`src/rtl/fanout_pkg.sv`:
```
// Shared types and default parameters for the fanout fork controller.
package fanout_pkg;

    typedef enum logic {
        EMPTY = 1'b0,
        FULL  = 1'b1
    } fork_state_t;

    localparam int NUM_OUT_DEF = 7;
    localparam int DATA_W_DEF  = 17;
    localparam int STALL_W_DEF = 16;

    // Sliced to NUM_OUT bits by users; every destination enabled out of reset.
    localparam logic [15:0] RESET_MASK = 16'hFFFF;

endpackage

```
`src/rtl/fanout_ready_merge.sv`:
```
// Combinational merge: a token is complete once every still-pending destination is ready.
module fanout_ready_merge
    import fanout_pkg::*;
#(
    parameter int NUM_OUT = NUM_OUT_DEF
) (
    input  logic [NUM_OUT-1:0] pending,
    input  logic [NUM_OUT-1:0] out_ready,
    output logic               complete
);

    assign complete = &(~pending | out_ready);

endmodule

```
`src/rtl/fanout_fork_ctrl.sv`:
```
// Registered one-to-many fork: buffers one token and delivers it exactly once to each
// enabled destination, tracking partial acceptance, config writes and stall cycles.
module fanout_fork_ctrl
    import fanout_pkg::*;
#(
    parameter int NUM_OUT = NUM_OUT_DEF,
    parameter int DATA_W  = DATA_W_DEF,
    parameter int STALL_W = STALL_W_DEF
) (
    input  logic               clk,
    input  logic               reset,
    input  logic               clk_en,
    input  logic               flush,
    input  logic               cfg_wr,
    input  logic [NUM_OUT-1:0] cfg_mask,
    output logic [NUM_OUT-1:0] cfg_mask_q,
    output logic               cfg_err,
    input  logic               in_valid,
    input  logic [DATA_W-1:0]  in_data,
    output logic               in_ready,
    output logic [NUM_OUT-1:0] out_valid,
    output logic [DATA_W-1:0]  out_data,
    input  logic [NUM_OUT-1:0] out_ready,
    output logic               busy,
    output logic [STALL_W-1:0] stall_cnt
);

    fork_state_t        state;
    fork_state_t        next_state;
    logic [NUM_OUT-1:0] done;
    logic [NUM_OUT-1:0] mask_q;
    logic [DATA_W-1:0]  data_q;
    logic [STALL_W-1:0] stall_q;
    logic               err_q;
    logic               active;
    logic               complete;
    logic               load;
    logic [NUM_OUT-1:0] hs;

    // Flush and a disabled clock both suppress every handshake in that cycle.
    assign active = clk_en & ~flush;

    fanout_ready_merge #(
        .NUM_OUT (NUM_OUT)
    ) u_merge (
        .pending   (~done),
        .out_ready (out_ready),
        .complete  (complete)
    );

    always_ff @(posedge clk or posedge reset) begin
        if (reset) begin
            state <= EMPTY;
        end else begin
            state <= next_state;
        end
    end

    always_comb begin
        next_state = state;
        load       = 1'b0;
        if (flush) begin
            next_state = EMPTY;
        end else if (clk_en) begin
            case (state)
                EMPTY: begin
                    if (in_valid && (mask_q != '0)) begin
                        load       = 1'b1;
                        next_state = FULL;
                    end
                end
                FULL: begin
                    if (complete) begin
                        if (in_valid) begin
                            load = 1'b1;
                        end else begin
                            next_state = EMPTY;
                        end
                    end
                end
                default: next_state = EMPTY;
            endcase
        end
    end

    always_comb begin
        in_ready  = 1'b0;
        out_valid = '0;
        if (active) begin
            case (state)
                EMPTY: in_ready = 1'b1;
                FULL: begin
                    in_ready  = complete;
                    out_valid = ~done;
                end
                default: in_ready = 1'b0;
            endcase
        end
    end

    assign hs = out_valid & out_ready;

    // The mask only changes while idle so an in-flight token never sees its targets move.
    always_ff @(posedge clk or posedge reset) begin
        if (reset) begin
            done    <= '0;
            data_q  <= '0;
            mask_q  <= RESET_MASK[NUM_OUT-1:0];
            err_q   <= 1'b0;
            stall_q <= '0;
        end else if (flush) begin
            done    <= '0;
            err_q   <= 1'b0;
            stall_q <= '0;
        end else if (clk_en) begin
            if (load) begin
                data_q <= in_data;
                done   <= ~mask_q;
            end else if (state == FULL) begin
                done <= (next_state == EMPTY) ? '0 : (done | hs);
            end

            if (cfg_wr) begin
                if (state == EMPTY) begin
                    mask_q <= cfg_mask;
                end else begin
                    err_q <= 1'b1;
                end
            end

            if ((state == FULL) && (next_state == FULL) && (hs == '0)) begin
                if (stall_q != '1) begin
                    stall_q <= stall_q + STALL_W'(1);
                end
            end else begin
                stall_q <= '0;
            end
        end
    end

    assign cfg_mask_q = mask_q;
    assign cfg_err    = err_q;
    assign out_data   = data_q;
    assign busy       = (state == FULL);
    assign stall_cnt  = stall_q;

endmodule

```
`config.mk`:
```
export PLATFORM = sky130hd
export DESIGN_NAME = fanout_fork_ctrl
export DESIGN_NICKNAME = d
export VERILOG_FILES = /design/src/rtl/fanout_pkg.sv /design/src/rtl/fanout_ready_merge.sv /design/src/rtl/fanout_fork_ctrl.sv
export SDC_FILE = /design/constraint.sdc
export NUM_CORES = 1
export LEC_CHECK = 0
export CAP_MARGIN = 20
export CORE_ASPECT_RATIO = 1.2
export CORE_UTILIZATION = 49
export CTS_BUF_LIST = sky130_fd_sc_hd__clkbuf_8
export DETAILED_ROUTE_END_ITERATION = 6
export PLACE_DENSITY = 0.87
export SKIP_CTS_REPAIR_TIMING = 1
export SYNTH_ARGS = -nofsm -noshare
export SYNTH_HDL_FRONTEND = slang
export SYNTH_SLANG_ARGS = --single-unit
export TNS_END_PERCENT = 10
```
`constraint.sdc`:
```
create_clock -name clk -period 4.3 [get_ports clk]
set_input_delay 0.86 -clock clk [delete_from_list [all_inputs] [get_ports clk]]
set_output_delay 0.86 -clock clk [all_outputs]
set_load 0.01 [all_outputs]
```
# Word-level counts from Yosys, hierarchy flattened
# Cells that the tools add are included.
totals:
  register_bits: 49
  inputBits: 37
  out_inout_bits: 50
  word_cells: 60
classes:
  addsub: 1
  n_eq_ne: 2
  n_mux: 27
  n_bitwise: 9
  reduce_logical: 15
op_table:
  columns: ["operator", "n"]
  rows:
  - ["two-way mux 16 bit", 4]
  - ["two-way mux 7 bit", 7]
  - ["inverter 7 bit", 3]
  - ["adder 16 x 1 -> 16 bit (second input constant)", 1]
  - ["inequality test 16 bit (second input constant)", 1]
  - ["bitwise OR 7 bit", 2]
  - ["two-way mux 1 bit", 13]
  - ["AND 7 bit", 1]
  - ["logical NOT 7 bit", 1]
  - ["AND reduction 7 bit", 1]
  - ["nonzero test 7 bit", 1]
  - ["case mux 1 bit (2 select lines)", 3]
  - ["AND reduction 3 bit", 2]
  - ["nonzero test 2 bit", 3]
  - ["AND reduction 2 bit", 2]
  - ["AND reduction 4 bit", 1]
  - ["logical AND 1 bit", 3]
  - ["inequality test 3 x 2 -> 1 bit (second input constant)", 1]
  - ["nonzero test 3 bit", 1]
  - ["inverter 1 bit", 2]
  - ["AND 1 bit", 1]

# Logic depth before layout (Yosys ltp)
# Gate-level depths: netlist (run 1).
depth:
  word_depth: 13
  ltp_mapped: 8
  mapped_depth_nobuf: 7

# Hierarchy
# From an unflattened synthesis (run 1), not the netlist that was laid out.
hier_totals:
  cells_unflattened: 283
  area_unflattened_um2: 2557.5
modules_own_cells:
  columns: ["module", "n_inst", "cells_each", "area_each_um2", "seq_area_each_um2"]
  rows:
  - ["fanout_fork_ctrl", 1, 272, 2489.9, 1234.9]
  - ["fanout_ready_merge", 1, 11, 67.6, 0.0]

# Worst setup path after synthesis (run 1)
# Ideal clock, no wire load.
synth_timing:
  path_type: "in2reg"
  start: "input out_ready[4]"
  end: "register data_q[0], in the netlist out_data[0]"
  setup_ns: 0.125
  t_arrival_ns: 2.634
  t_required_ns: 4.175
  setup_slack_ns: 1.541
  stages: 8
  n_path_buf: 2
  cell_sequence: "o22a_1 -> o21ai_0 -> or3_1 -> a21oi_1 -> o211a_1 -> buf_2 -> buf_4 -> mux2_2"
synth_between:
  elab_chain_cells: 7
synth_rtl:
  columns: ["element", "line", "text"]
  rows:
  - ["from (decl)", "fanout_fork_ctrl.sv:23", "input logic [NUM_OUT-1:0] out_ready,"]
  - ["bitwise OR 7 bit", "fanout_ready_merge.sv:12", "assign complete = &(~pending | out_ready);"]
  - ["AND reduction 7 bit", "fanout_ready_merge.sv:12", null]
  - ["two-way mux 1 bit", "fanout_fork_ctrl.sv:73", "if (complete) begin"]
  - ["case mux 1 bit (2 select lines)", "fanout_fork_ctrl.sv:65", "case (state)"]
  - ["two-way mux 1 bit", "fanout_fork_ctrl.sv:64", "end else if (clk_en) begin"]
  - ["two-way mux 1 bit", "fanout_fork_ctrl.sv:62", "if (flush) begin"]
  - ["AND reduction 3 bit (no source line)", null, null]
  - ["to (signal assigned)", "fanout_fork_ctrl.sv:117", "data_q <= in_data;"]
  - ["to (decl)", "fanout_fork_ctrl.sv:32", "logic [DATA_W-1:0] data_q;"]
# Every way passes these cells.
# A chain may end at the register's enable or synchronous reset.

# Worst setup path in the final report (run 1)
layout_timing:
  start: "input out_ready[4]"
  end: "output in_ready"
layout_between:
  elab_chain_cells: 4
layout_rtl:
  columns: ["element", "line", "text"]
  rows:
  - ["bitwise OR 7 bit", "fanout_ready_merge.sv:12", null]
  - ["AND reduction 7 bit", "fanout_ready_merge.sv:12", null]
  - ["case mux 1 bit (2 select lines)", "fanout_fork_ctrl.sv:90", "case (state)"]
  - ["two-way mux 1 bit", "fanout_fork_ctrl.sv:89", "if (active) begin"]
  - ["to (decl)", "fanout_fork_ctrl.sv:20", "output logic in_ready,"]
# Every way passes these cells.

==> impl_metrics.ini, run 1 <==
[grt]
grt_pass1_vias = 2106
grt_antenna_before_repair = 0
grt_max_degree = 50
grt-ovfl-total = 0
grt_usage_pct = 23.9
grt_first_pass_wirelength_um = 9320

[placed_design]
place_area_mm2 = 0.00326
portBuffers = 86
dp_hpwl_um = 4140
gp_congestion = 0.870

[yosys]
synth_seq_cells = 49
yosysSeqAreaShare_pct = 52.4
ys.flop_type = dfrtp_1
synth_area_per_cell_um2 = 10.8
async_reset_ff_share_pct = 100
syn_area_mm2 = 0.00236
synthCells = 218
synth_enable_flop_cells = 0
synth_fp_nets = 256
synth.distinct_cells = 45
ys.warnings.count = 0

[worst_setup_path]
r2r_cells = 7
critical-path-slowest-cell = clkdlybuf4s50_1
crit_cells = 6
reg2reg_to = stall_cnt[9]
critical_path.top_delay_family = buffers and inverters
critPathBufInv = 2
cp-endpoint = in_ready
path_max_fanout = 5
r2r_slack_ns = 1.72
slowest_delay_ns = 0.60
startpoint_type = input port
r2r_start = stall_cnt[0]
worstPathArrival_ns = 2.94
required_ns = 3.44
endpoint_kind = primary output
critPathMostFrequentCell = clkdlybuf4s50_1
crit_path_start = out_ready[4]
path_cells = clkdlybuf4s50_1 -> o22a_1 -> o21ai_0 -> or3_1 -> a21oi_1 -> clkdlybuf4s50_1
criticalPathCategory = in2out

[status]
status = complete, no violations

[drt]
postRouteAntennaNets = 0
firstDrtPassIters = 4
finalWirelength_um = 5620
vias_per_cell = 5.62
vias = 2046
drt_iter0_drc = 151
wl_per_cell_um = 15.4
drc = 0

[floorplan]
start_util_pct = 51.3
core_mm2 = 0.00459
fp.dieW_um = 65.3
die_h_um = 78
die_area_mm2 = 0.00510
rows = 27
ios = 87

[timing]
clock_skew_ns = 0.00404
finalCritPeriodShare_pct = 88.3
hold_viol_final = 0
slew_headroom_pct = 36.9
rsz0062_at_grt = no
min_period_ns = 3.80
setup_violations = 0
fin_setup_tns_ns = 0
fmax_ghz = 0.263
finalMaxSlewViolations = 0
tightest_slew_ns = 0.937

[worst_hold_path]
min_path_type = reg2reg
hold_depth = 2

[flow_run]
cap_violations = 0

[cells_and_area]
stdcell_area_mm2 = 0.00336
layout-drive-gt1-share_pct = 15.4
num_antenna_cells = 0
area_growth_pct = 42.7
fin_nets = 343

[clock_tree]
clk_pin_slew_ns = 0.08
clk_latency_ns = 0.30
cts_tree = built
htreeDepth = 2
clockRootBuffer = clkbuf_8
clock_sinks = 49
clock_path_buffers = 2
cts_buffers = 5

[power]
power_density_mw_per_mm2 = 351
total_leakage_power_nw = 1.36
power.total_mw = 1.18
ir_drop_uv = 285
-- cells in the final DEF (no fill, tap or decap), types with 6 or more instances in the layout --
master           count
a21oi_1             13
clkdlybuf4s50_1     86
dfrtp_1             42
dfstp_2              7
inv_1                8
mux2_2              25
nand2_1              7
nand4_1              6
nor2_1              26
nor3_1               8
o22ai_1             12
xor2_1               7
-- worst min path at each step --
stage           startpoint     endpoint  slack [ns]
3_3_place_gp       cfg_err      cfg_err        0.48
6_report           cfg_err      cfg_err        0.51
3_5_place_dp       cfg_err      cfg_err        0.49
5_1_grt        out_data[7]  out_data[7]        0.53
2_1_floorplan      done[1]      done[1]        0.53
4_1_cts            cfg_err      cfg_err        0.51
-- cell usage after synthesis, drive strengths merged (6+ instances only) --
library cell / count / share of area [%]
o22ai: 12 / 3.2
nor3: 8 / 1.7
nand2: 7 / 1.1
xor2: 7 / 2.6
nand4: 6 / 1.6
inv: 7 / 1.1
dfstp: 7 / 7.8
dfrtp: 42 / 45
nor2: 26 / 4.1
a21oi: 13 / 2.8
mux2: 25 / 12
nand3: 7 / 1.9
-- metrics by stage --
stage | std cells | setup WS, ns | hold slack [ns] | utilization (%)
6_report | 364 | 0.503 | 0.508 | 73.2
3_5_place_dp | 355 | 0.536 | 0.491 | 71.0
3_3_place_gp | 355 | 0.595 | 0.481 | 71.0
2_1_floorplan | 218 | 1.54 | 0.525 | -
4_1_cts | 363 | 0.519 | 0.512 | 72.8
5_1_grt | 364 | 0.418 | 0.525 | 73.2
-- state kept, by name, summed over array words and instances (netlist names) --
| register | cells |
|---|---|
| out_data | 17 |
| stall_cnt | 16 |
| cfg_mask_q | 7 |
| done | 7 |
| busy | 1 |
| cfg_err | 1 |
-- routing by layer --
metal,wire [µm],GRT usage (%),share of wire (%)
met3,265,5.88,4.7
met1,2220,28.0,40
met4,146,11.5,2.6
met5,0,0,0
met2,2980,40.2,53
-- cells by family after synthesis --
kind of cell / count (synthesis) / synth area share, %
flip-flops: 49 / 52.4
AND/OR/NAND/NOR: 74 / 16.8
XOR/XNOR: 9 / 3.34
AO/OA/AOI/OAI: 45 / 12.2
adder cells (fa/ha/maj): 1 / 0.530
buffers and inverters: 14 / 2.44
multiplexers: 26 / 12.4
-- final cells by class --
cell class | instances | area [µm²]
Sequential cell | 49 | 1230
Fill cell | 354 | 1230
Multi-Input combinational cell | 155 | 1070
Timing Repair Buffer | 87 | 881
Tap cell | 58 | 72.6
Clock buffer | 5 | 68.8
Inverter | 7 | 26.3
Clock inverter | 3 | 15.0
-- power by group --
part / switching [mW] / internal [mW]
clock: 0.149 / 0.111
combinational: 0.123 / 0.205
sequential: 0.0502 / 0.543
total: 0.322 / 0.859
-- worst reg2reg max path, delay by kind of cell (launching register included) --
kind,cells,cell delay [ns]
and+or+nand+nor,5,1.49
AOI/OAI and AO/OA,1,0.33
adders and majority gates,1,0.21
DFF,1,0.43
Power figures use the tool's default switching activity.
==> run 2, diff against run 1 <==
--- a/config.mk
+++ b/config.mk
@@ -7,10 +7,10 @@
 export LEC_CHECK = 0
 export CAP_MARGIN = 20
 export CORE_ASPECT_RATIO = 1.2
-export CORE_UTILIZATION = 49
+export CORE_UTILIZATION = 45
 export CTS_BUF_LIST = sky130_fd_sc_hd__clkbuf_8
 export DETAILED_ROUTE_END_ITERATION = 6
-export PLACE_DENSITY = 0.87
+export PLACE_DENSITY = 0.81
 export SKIP_CTS_REPAIR_TIMING = 1
 export SYNTH_ARGS = -nofsm -noshare
 export SYNTH_HDL_FRONTEND = slang
==> run 2 against run 1 <==
First-iteration DRC count grew 19%; sequential share of layout area shrank 0.22 points; total power grew 1.5%; fmax grew 0.40%; final cell count grew 1.1%; die area grew 8.6%; clock skew grew 0.0046 ns; via count shrank 0.39%.
==> impl_metrics.ini, run 2 (synthesis gave the netlist of run 1 again) <==
[drt]
wl_per_cell_um = 15.8
finalWirelength_um = 5820
vias_per_cell = 5.54
postRouteAntennaNets = 0
drc = 0
drt_iter0_drc = 179
firstDrtPassIters = 4
vias = 2038

[timing]
setup_violations = 0
fin_setup_tns_ns = 0
hold_viol_final = 0
tightest_slew_ns = 1.01
rsz0062_at_grt = no
finalMaxSlewViolations = 0
finalCritPeriodShare_pct = 87.9
clock_skew_ns = 0.00864
min_period_ns = 3.78
fmax_ghz = 0.264
slew_headroom_pct = 32.3

[placed_design]
place_area_mm2 = 0.00328
portBuffers = 86
dp_hpwl_um = 4260
gp_congestion = 0.823

[cells_and_area]
final_common_cell = clkdlybuf4s50_1
largest_register_ffs = 17
fin_nets = 345
num_antenna_cells = 0
n_fill_cell = 414
area_growth_pct = 43.5
final_cell_mix = clkdlybuf4s50_1, dfrtp_1, nor2_1
layout-drive-gt1-share_pct = 16.6
stdcell_area_mm2 = 0.00338

[worst_setup_path]
endpoint_kind = primary output
critPathBufInv = 2
slowest_delay_ns = 0.61
critical-path-slowest-cell = clkdlybuf4s50_1
path_max_fanout = 5
worstPathArrival_ns = 2.92
path_cells = clkdlybuf4s50_1 -> o22a_1 -> o21ai_0 -> or3_1 -> a21oi_1 -> clkdlybuf4s50_1
required_ns = 3.44
startpoint_type = input port
critPathMostFrequentCell = clkdlybuf4s50_1
criticalPathCategory = in2out
critical_path.top_delay_family = buffers and inverters

[power]
power.total_mw = 1.20
power_density_mw_per_mm2 = 354
total_leakage_power_nw = 1.36
ir_drop_uv = 304

[clock_tree]
clk_pin_slew_ns = 0.09
clk_latency_ns = 0.30
clockRootBuffer = clkbuf_8
clock_path_buffers = 2
cts_tree = built
htreeDepth = 2
clock_sinks = 49
cts_buffers = 5

[status]
status = complete, no violations

[floorplan]
die_h_um = 81.3
start_util_pct = 47.4
fp.dieW_um = 68.1
die_area_mm2 = 0.00554
rows = 28
core_mm2 = 0.00497
ios = 87

[grt]
grt-ovfl-total = 0
grt_usage_pct = 22.2
grt_first_pass_wirelength_um = 9140
grt_pass1_vias = 1964
grt_max_degree = 50
grt_antenna_before_repair = 0

[worst_hold_path]
min_path_type = reg2reg

[flow_run]
cap_violations = 0
## run 2: changes by cell type in the layout (fill, tap and decap cells not counted)
cell and delta:
buf_4 +2, clkinv_2 +2, inv_1 -2
## run 2: worst register-to-register path: stages, from the launching register on
cell	delay, ns
dfrtp_1	0.43
ha_1	0.22
nand3_2	0.12
or2_4	0.28
or4_4	0.52
or3_4	0.41
and2_4	0.15
a311o_1	0.34
## run 2: path summary, 6_finish.rpt
path	startpoint	end	slack, ns	cells past startpoint
max	out_ready[4]	in_ready	0.52	6
min reg2reg	out_data[3]	out_data[3]	0.51	1
max reg2reg	stall_cnt[0]	stall_cnt[9]	1.72	7
min	out_data[3]	out_data[3]	0.51	1
min in group asynchronous	reset	out_data[7]	0.74	2
max in group asynchronous	reset	cfg_mask_q[5]	3.05	3
## run 2: layout make-up
type	instances	area (µm²)	area share, %
Clock buffer	5	68.8	2.03
Sequential cell	49	1230	36.5
Tap cell	60	75.1	2.22
Clock inverter	3	17.5	0.518
Inverter	7	26.3	0.776
Timing Repair Buffer	89	896	26.5
Multi-Input combinational cell	155	1070	31.5
## run 2: through the flow
step | cells | hold WS, ns | util (%) | worst slack (ns)
CTS | 367 | 0.515 | 67.6 | 0.520
detailed placement | 359 | 0.494 | 65.9 | 0.534
global route | 368 | 0.533 | 68.0 | 0.408
global placement | 359 | 0.489 | 65.9 | 0.572
floorplan | 218 | 0.525 | - | 1.54
finish | 368 | 0.511 | 68.0 | 0.518
## run 2: where the power goes
part / internal [mW] / switching [mW]
Sequential: 0.543 / 0.0511
Clock: 0.113 / 0.159
Combinational: 0.207 / 0.125
## run 2: routing by layer
metal	track usage [%]	part of all wire [%]
met5	0	0
met4	7.29	2.0
met3	5.90	5.4
met2	35.7	50
met1	28.5	43
==> run 3, diff against run 2 <==
--- a/config.mk
+++ b/config.mk
@@ -5,12 +5,12 @@
 export SDC_FILE = /design/constraint.sdc
 export NUM_CORES = 1
 export LEC_CHECK = 0
-export CAP_MARGIN = 20
+export CAP_MARGIN = 30
 export CORE_ASPECT_RATIO = 1.2
-export CORE_UTILIZATION = 45
+export CORE_UTILIZATION = 49
 export CTS_BUF_LIST = sky130_fd_sc_hd__clkbuf_8
 export DETAILED_ROUTE_END_ITERATION = 6
-export PLACE_DENSITY = 0.81
+export PLACE_DENSITY = 0.87
 export SKIP_CTS_REPAIR_TIMING = 1
 export SYNTH_ARGS = -nofsm -noshare
 export SYNTH_HDL_FRONTEND = slang
==> run 3 against run 2 <==
Design area rose by 0.59%; worst hold slack got worse by 0.0083 ns; utilization up 6.1 points; die area fell by 7.9%; flip-flop and latch count is the same; via count rose by 3.0%; combinational power about the same; non-clock buffer count is 2 lower; first-iteration DRC count is 30% lower; routed wire length fell by 0.91%; total power rose by 5.1%; highest routed layer unchanged.
==> impl_metrics.ini, run 3 (synthesis gave the netlist of run 1 again) <==
[worst_setup_path]
required_ns = 3.44
critPathMostFrequentCell = clkdlybuf4s50_1
path_max_fanout = 5
criticalPathCategory = in2out
path_cells = clkdlybuf4s50_1 -> o22a_1 -> o21ai_0 -> or3_1 -> a21oi_1 -> clkdlybuf4s50_1
slowest_delay_ns = 0.61
startpoint_type = input port
worstPathArrival_ns = 2.95
critical-path-slowest-cell = clkdlybuf4s50_1
r2r_slack_ns = 1.73
endpoint_kind = primary output

[clock_tree]
clock_sinks = 49
htreeDepth = 2
clock_path_buffers = 2
cts_buffers = 5
clk_latency_ns = 0.30
clk_pin_slew_ns = 0.08
cts_tree = built
clockRootBuffer = clkbuf_8

[grt]
grt_first_pass_wirelength_um = 9410
grt_pass1_vias = 2143
grt_max_degree = 26
grt_usage_pct = 24.3
grt-ovfl-total = 0
grt_antenna_before_repair = 0

[timing]
tightest_slew_ns = 1.03
rsz0062_at_grt = no
finalMaxSlewViolations = 0
clock_skew_ns = 0.00720
slew_headroom_pct = 31.0
min_period_ns = 3.81
finalCritPeriodShare_pct = 88.6
fmax_ghz = 0.262
setup_violations = 0
whs_ns = 0.503
hold_viol_final = 0
fin_setup_tns_ns = 0

[cells_and_area]
largest_register_ffs = 17
stdcell_area_mm2 = 0.00340
layout-drive-gt1-share_pct = 15.7
stdcell_count = 364
final_cell_mix = clkdlybuf4s50_1, dfrtp_1, nor2_1
utilization_pct = 74.1
final_common_cell = clkdlybuf4s50_1
num_antenna_cells = 0
fin_nets = 343
area_growth_pct = 44.4

[drt]
postRouteAntennaNets = 0
wl_per_cell_um = 15.9
vias = 2099
drc = 0
finalWirelength_um = 5770
drt_iter0_drc = 125
vias_per_cell = 5.77
firstDrtPassIters = 4

[floorplan]
core_mm2 = 0.00459
rows = 27
start_util_pct = 51.3
die_area_mm2 = 0.00510
fp.dieW_um = 65.3
die_h_um = 78
ios = 87

[power]
power_density_mw_per_mm2 = 370
total_leakage_power_nw = 1.38
ir_drop_uv = 347

[flow_run]
cap_violations = 0

[placed_design]
portBuffers = 86
gp_congestion = 0.870
dp_cells = 356
dp_hpwl_um = 4210
place_area_mm2 = 0.00329

[worst_hold_path]
min_path_type = reg2reg

[status]
status = complete, no violations
run 3: cell count changes in the layout (fill, tap and decap cells not counted):
cell,change
bufinv_16,+1
clkinv_2,-2
buf_4,-2
clkbuf_8,+1
buf_12,-1
buf_16,+1
clkinvlp_4,-1
inv_1,+1
run 3: critical path: cells and delay by family:
kind / cells / cell delay, ns
buf+inv: 2 / 1.12
compound gates: 3 / 0.52
simple gates: 1 / 0.45
run 3: per-layer routing:
metal / GRT usage [%] / part of all wire, %
met1: 27.2 / 39
met2: 41.4 / 54
met3: 5.88 / 4.7
met4: 13.3 / 2.5
met5: 0 / 0
run 3: layout make-up:
type | count | area [µm²]
multi-input cells | 155 | 1070
clock buffers | 6 | 82.6
fillers | 352 | 1190
clock inverters | 2 | 33.8
repair buffers | 87 | 888
flip-flops and latches | 49 | 1230
inverters | 7 | 26.3
well taps | 58 | 72.6
run 3: final timing paths:
check	cells after the start	from	endpoint
setup / recovery	6	out_ready[4]	in_ready
hold / removal	2	cfg_err	cfg_err
setup reg to reg	7	stall_cnt[0]	stall_cnt[9]
hold reg to reg	2	cfg_err	cfg_err
max in group asynchronous	3	reset	cfg_mask_q[2]
min in group asynchronous	2	reset	stall_cnt[9]
run 3: stage by stage:
| stage | power [mW] | setup slack (ns) |
|---|---|---|
| global route | 1.31 | 0.435 |
| floorplan | 0.733 | 1.54 |
| finish | 1.26 | 0.489 |
| detailed placement | 0.932 | 0.527 |
| CTS | 1.27 | 0.534 |
| global placement | 0.920 | 0.595 |
run 3: power breakdown:
| group | switching, mW | internal, mW |
|---|---|---|
| sequential | 0.0513 | 0.543 |
| clock | 0.148 | 0.187 |
| combinational | 0.124 | 0.206 |
